[config.mk]
export PLATFORM = sky130hd
export DESIGN_NAME = integer_writeback
export DESIGN_NICKNAME = d
export VERILOG_FILES = /design/src/rtl/integer_writeback.sv
export SDC_FILE = /design/constraint.sdc
export NUM_CORES = 1
export LEC_CHECK = 0
export CAP_MARGIN = 20
export CORE_ASPECT_RATIO = 0.6
export CORE_MARGIN = 2
export CORE_UTILIZATION = 40
export CTS_CLUSTER_SIZE = 8
export DETAILED_ROUTE_END_ITERATION = 16
export HOLD_SLACK_MARGIN = 0.12
export PLACE_DENSITY = 0.67
export SKIP_CTS_REPAIR_TIMING = 1
export SYNTH_ARGS = -nofsm -noshare
export SYNTH_HDL_FRONTEND = slang
export SYNTH_SLANG_ARGS = --single-unit
[constraint.sdc]
create_clock -name clk -period 8.7 [get_ports clk]
set_input_delay 1.74 -clock clk [delete_from_list [all_inputs] [get_ports clk]]
set_output_delay 1.74 -clock clk [all_outputs]
set_load 0.02 [all_outputs]
[src/rtl/integer_writeback.sv]
// integer_writeback: buffers integer execute results (dst, npc, mispredict)
// in a small in-order FIFO and drains them into the ROB writeback port.
// ex_ready depends only on registered occupancy; a flush empties the buffer.
// A saturating counter tracks mispredicted branch/jalr writebacks.
// Optional build macro INTEGER_WB_BYPASS_EN: when the buffer is empty, a new
// execute result is shown to the ROB in the same cycle and retires without
// being stored if the ROB accepts it.
module integer_writeback #(
    parameter int WORD_WIDTH   = 32,
    parameter int ADDR_WIDTH   = 32,
    parameter int ROB_ID_WIDTH = 5,
    parameter int DEPTH        = 2,
    parameter int CNT_WIDTH    = 16
) (
    input  logic                    clk,
    input  logic                    rst_aH,
    input  logic                    ex_valid,
    input  logic [ROB_ID_WIDTH-1:0] ex_rob_id,
    input  logic                    ex_dst_valid,
    input  logic [WORD_WIDTH-1:0]   ex_dst,
    input  logic                    ex_npc_wb_valid,
    input  logic                    ex_npc_mispred,
    input  logic [ADDR_WIDTH-1:0]   ex_npc,
    output logic                    ex_ready,
    input  logic                    flush,
    output logic                    rob_wb_valid,
    input  logic                    rob_wb_ready,
    output logic [ROB_ID_WIDTH-1:0] rob_wb_rob_id,
    output logic                    rob_wb_dst_valid,
    output logic [WORD_WIDTH-1:0]   rob_wb_dst,
    output logic                    rob_wb_npc_valid,
    output logic [ADDR_WIDTH-1:0]   rob_wb_npc,
    output logic                    rob_wb_mispred,
    output logic [CNT_WIDTH-1:0]    mispred_cnt
);

    localparam int PTR_W = (DEPTH > 1) ? $clog2(DEPTH) : 1;
    localparam int OCC_W = PTR_W + 1;
    localparam logic [OCC_W-1:0] OCC_FULL = OCC_W'(DEPTH);

    logic [ROB_ID_WIDTH-1:0] mem_rob_id    [DEPTH];
    logic                    mem_dst_valid [DEPTH];
    logic [WORD_WIDTH-1:0]   mem_dst       [DEPTH];
    logic                    mem_npc_valid [DEPTH];
    logic [ADDR_WIDTH-1:0]   mem_npc       [DEPTH];
    logic                    mem_mispred   [DEPTH];

    logic [PTR_W-1:0] head;
    logic [PTR_W-1:0] tail;
    logic [OCC_W-1:0] count;

    logic                  empty;
    logic                  full;
    logic                  byp_active;
    logic                  push;
    logic                  pop_buf;
    logic                  retire_mispred;
    logic                  in_mispred;
    logic [WORD_WIDTH-1:0] in_dst;
    logic [ADDR_WIDTH-1:0] in_npc;

    assign empty    = (count == '0);
    assign full     = (count == OCC_FULL);
    assign ex_ready = ~full;

    // Masking is applied on entry so the stored payload is already clean.
    assign in_mispred = ex_npc_mispred & ex_npc_wb_valid;
    assign in_npc     = ex_npc_wb_valid ? ex_npc : '0;
    assign in_dst     = ex_dst_valid ? ex_dst : '0;

`ifdef INTEGER_WB_BYPASS_EN
    assign byp_active = empty & ex_valid & ~flush;
`else
    assign byp_active = 1'b0;
`endif

    // A bypassed result that the ROB takes this cycle never occupies a slot.
    assign push    = ex_valid & ~full & ~flush & ~(byp_active & rob_wb_ready);
    assign pop_buf = ~empty & rob_wb_ready;

    // Counts every retirement, buffered or bypassed, including one that
    // coincides with a flush.
    assign retire_mispred = rob_wb_valid & rob_wb_ready & rob_wb_mispred;

    // Present the head entry (or the bypassed input); zero payload when idle.
    always_comb begin
        rob_wb_valid     = 1'b0;
        rob_wb_rob_id    = '0;
        rob_wb_dst_valid = 1'b0;
        rob_wb_dst       = '0;
        rob_wb_npc_valid = 1'b0;
        rob_wb_npc       = '0;
        rob_wb_mispred   = 1'b0;
        if (!empty) begin
            rob_wb_valid     = 1'b1;
            rob_wb_rob_id    = mem_rob_id[head];
            rob_wb_dst_valid = mem_dst_valid[head];
            rob_wb_dst       = mem_dst[head];
            rob_wb_npc_valid = mem_npc_valid[head];
            rob_wb_npc       = mem_npc[head];
            rob_wb_mispred   = mem_mispred[head];
        end else if (byp_active) begin
            rob_wb_valid     = 1'b1;
            rob_wb_rob_id    = ex_rob_id;
            rob_wb_dst_valid = ex_dst_valid;
            rob_wb_dst       = in_dst;
            rob_wb_npc_valid = ex_npc_wb_valid;
            rob_wb_npc       = in_npc;
            rob_wb_mispred   = in_mispred;
        end
    end

    // Pointer and occupancy tracking; flush wins over any push.
    always_ff @(posedge clk or posedge rst_aH) begin
        if (rst_aH) begin
            head  <= '0;
            tail  <= '0;
            count <= '0;
        end else if (flush) begin
            head  <= '0;
            tail  <= '0;
            count <= '0;
        end else begin
            if (push) begin
                tail <= tail + PTR_W'(1);
            end
            if (pop_buf) begin
                head <= head + PTR_W'(1);
            end
            case ({push, pop_buf})
                2'b10:   count <= count + OCC_W'(1);
                2'b01:   count <= count - OCC_W'(1);
                default: count <= count;
            endcase
        end
    end

    // Entry storage; occupancy alone decides which slots are live.
    always_ff @(posedge clk) begin
        if (push) begin
            mem_rob_id[tail]    <= ex_rob_id;
            mem_dst_valid[tail] <= ex_dst_valid;
            mem_dst[tail]       <= in_dst;
            mem_npc_valid[tail] <= ex_npc_wb_valid;
            mem_npc[tail]       <= in_npc;
            mem_mispred[tail]   <= in_mispred;
        end
    end

    // Saturating mispredict counter, cleared only by reset.
    always_ff @(posedge clk or posedge rst_aH) begin
        if (rst_aH) begin
            mispred_cnt <= '0;
        end else if (retire_mispred && (mispred_cnt != '1)) begin
            mispred_cnt <= mispred_cnt + CNT_WIDTH'(1);
        end
    end

endmodule

==> impl_table.tex <==
\begin{tabular}{lr}
\hline
Metric & Value \\
\hline
\multicolumn{2}{l}{\textbf{Critical path}} \\
Crit Path Category & reg -> out \\
WP data required & 6.96 ns \\
Family with the most delay on the worst path & buffers and inverters \\
Count of buffering cells on the critical path with inverters included & 2 \\
Crit path largest cell delay & 0.77 ns \\
Critical Path Fanout Max & 53 \\
Worst setup SP type & flop \\
Chain of cells forming the critical path & buf\_4 -> mux2i\_1 -> nor2\_1 -> clkdlybuf4s50\_1 \\
Slowest stage cell, crit path & buf\_4 \\
Data arrival time of the critical path & 3.02 ns \\
Kind of end point of the critical path & output pin \\
Register-to-register path setup slack & 5.67 ns \\
\multicolumn{2}{l}{\textbf{Final layout}} \\
Net count reported at finish & 713 \\
Total inserted antenna cells & 0 \\
Layout overhead on the synthesized area & 37.2\% \\
Proportion of layout cells with a drive suffix above 1 & 7.10\% \\
\multicolumn{2}{l}{\textbf{CTS}} \\
Max Root-Sink Buffers & 2 \\
CTS tree & built \\
Inserted Clock Buffers & 17 \\
CTS H-tree lvls & 4 \\
Clk pin slew, worst setup/hold paths & 0.06 ns \\
Clock latency on the worst-skew pair & 0.42 ns \\
Sink Count & 164 \\
Library cell used as clock root buffer & clkbuf\_16 \\
\multicolumn{2}{l}{\textbf{Routing}} \\
Routed length on met3 & 1280 µm \\
Uppermost metal layer occupied by signal nets & met4 \\
First-pass iteration count of the detailed router & 4 \\
Total number of vias & 4,287 \\
Post-Route WL & 15,000 µm \\
Detail-routed net length per standard cell & 17.2 µm \\
Wire length on met2 & 6570 µm \\
Initial DRC count & 330 \\
DRC violation count after routing & 0 \\
Routed vias/inst & 4.89 \\
Wire length on met1 & 7040 µm \\
Antenna Violating Nets Remaining & 0 \\
\multicolumn{2}{l}{\textbf{Logic synthesis}} \\
Post-synthesis instance area & 6760 µm² \\
Flip-flop and latch count after synthesis & 164 \\
Net count after synthesis & 542 \\
Post-Synthesis Cells & 464 \\
Share of the yosys chip area belonging to registers & 71.4\% \\
Cell types with the largest area share after synthesis & edfxtp\_1 64\%, mux2i\_1 11\%, dfrtp\_1 7.4\% \\
Number of warning messages in the yosys log & 0 \\
Unique masters post-synth & 30 \\
Syn avg cell area & 14.6 µm² \\
Yosys top cell area share & 64.0\% \\
Top cell type by total area after synthesis & edfxtp\_1 \\
\multicolumn{2}{l}{\textbf{Hold path}} \\
Min-Delay Path Class & reg -> reg \\
\multicolumn{2}{l}{\textbf{STA}} \\
Worst slew slack as a fraction of its limit & 28.7\% \\
Worst clock skew & 0.00596 ns \\
Finish-stage setup viols & 0 \\
Crit share post-route & 54.7\% \\
Number of pins with negative max-slew slack in the final report & 0 \\
Post-Route Setup TNS & 0 ns \\
Slew of the pin with the lowest slew margin & 1.07 ns \\
Count of final hold-check violations & 0 \\
Clock period minus final worst setup slack & 4.76 ns \\
Maximum clock rate & 210 MHz \\
RSZ-0062 raised after global routing & no \\
\multicolumn{2}{l}{\textbf{Floorplanning}} \\
I/O Pins & 167 \\
Placement row count & 36 \\
Starting density of the core & 41.2\% \\
Total Die Area & 18,000 µm² \\
Die H & 105 µm \\
Horizontal extent of the die & 172 µm \\
Area inside the core boundary & 16,400 µm² \\
\multicolumn{2}{l}{\textbf{Global routing}} \\
All-Layer GR Usage & 17.3\% \\
GR Overflow Total & 0 \\
Vias in the first global route & 4,398 \\
Wire length of the first global-routing pass & 23,400 µm \\
Largest net degree at the start of global routing & 54 \\
Antenna violations before repair & 0 \\
\multicolumn{2}{l}{\textbf{Placed design}} \\
Number of buffer cells added on primary ports & 166 \\
Dpl hpwl & 9710 µm \\
Placer congestion estimate & 0.794 \\
\multicolumn{2}{l}{\textbf{Pwr}} \\
Ratio of total power to cell area & 207 nW/µm² \\
Maximum vdd ir drop & 0.0959 mV \\
Leakage component of the power & 3.18 nW \\
PnR Total Power & 1.92 mW \\
\multicolumn{2}{l}{\textbf{Run}} \\
Max\_cap viols & 0 \\
\multicolumn{2}{l}{\textbf{Run status}} \\
Outcome & completed \\
\hline
\end{tabular}
## through the flow
stage	instances	area (µm²)	hold WS (ns)	setup slack, ns	utilization [%]
2_1_floorplan	464	6760	0.519	0.978	-
3_3_place_gp	843	8690	0.476	4.42	53.0
3_5_place_dp	843	8690	0.498	4.42	53.0
4_1_cts	875	9240	0.507	3.97	56.4
5_1_grt	876	9270	0.544	3.80	56.5
6_report	876	9270	0.511	3.94	56.5
## state kept, by name (all words and copies together) (netlist names)
name           count
mem_rob_id        10
mispred_cnt       16
tail               1
mem_mispred        2
mem_dst_valid      2
mem_dst           64
mem_npc_valid      2
head               1
count              2
mem_npc           64
## metal layers
layer	vias to the layer above	global-route usage (%)
met5	-	0
met4	0	5.34
met3	14	5.27
met2	169	25.3
met1	2097	24.8
li1	2007	-
## logic make-up after synthesis
family,count (synthesis),synth area share [%]
buffers and inverters,23,1.33
AOI/OAI and AO/OA,6,0.556
adders and majority gates,1,0.185
and+or+nand+nor,180,13.5
muxes,73,10.8
DFF,164,71.4
xor gates and xnor gates,17,2.20
## path summary, 6_finish.rpt
kind / start / endpoint / cells after the start
min in group asynchronous: rst_aH / mispred_cnt[3]$_DFFE_PP0P_ / 2
worst min register to register: mispred_cnt[6]$_DFFE_PP0P_ / mispred_cnt[6]$_DFFE_PP0P_ / 1
worst max register to register: head$_DFFE_PP0P_ / mispred_cnt[13]$_DFFE_PP0P_ / 6
worst max-delay path: head$_DFFE_PP0P_ / rob_wb_rob_id[3] / 4
worst min-delay path: mispred_cnt[6]$_DFFE_PP0P_ / mispred_cnt[6]$_DFFE_PP0P_ / 1
max in group asynchronous: rst_aH / head$_DFFE_PP0P_ / 2
## cell usage after synthesis
library cell / number
a31oi_1: 1
buf_4: 1
and4_1: 1
nand3_1: 6
nor3b_1: 4
nand4_1: 5
nor3_1: 1
nor2b_1: 1
or2_1: 1
nor4_1: 1
dfrtp_1: 20
xnor2_1: 11
a21oi_2: 1
o21ai_0: 1
and3_1: 3
and2_1: 65
a21oi_1: 2
nand2_1: 7
buf_1: 7
edfxtp_1: 144
mux2_2: 1
clkbuf_1: 13
or4_4: 1
nor2_1: 81
a211oi_1: 1
nand2b_1: 3
inv_1: 2
mux2i_1: 72
xor2_1: 6
ha_1: 1
## power by group
group / total (mW) / switching [mW] / leakage [nW] / internal (mW)
combinational: 0.289 / 0.149 / 1.31 / 0.140
clock: 0.701 / 0.306 / 0.255 / 0.395
sequential: 0.926 / 0.0259 / 1.62 / 0.900
total: 1.92 / 0.481 / 3.18 / 1.44
## placed cells by master (no fill, tap or decap), types with 4 or more instances in the layout
master,instances
buf_4,6
inv_6,4
clkinvlp_4,7
xnor2_1,11
xor2_1,6
clkbuf_16,17
edfxtp_1,144
nand3_1,6
and2_1,65
mux2i_1,72
nand2_1,7
nor2_1,80
clkdlybuf4s50_1,166
dfrtp_1,19
nand4_1,5
## cell type report
type	instances	area (µm²)
clock buffers	17	425
flip-flops and latches	164	4830
repair buffers	173	1730
fillers	1364	7120
multi-input cells	277	1860
clock inverters	15	133
well taps	228	285
inverters	2	7.51
(Power assumes the default switching activity.)
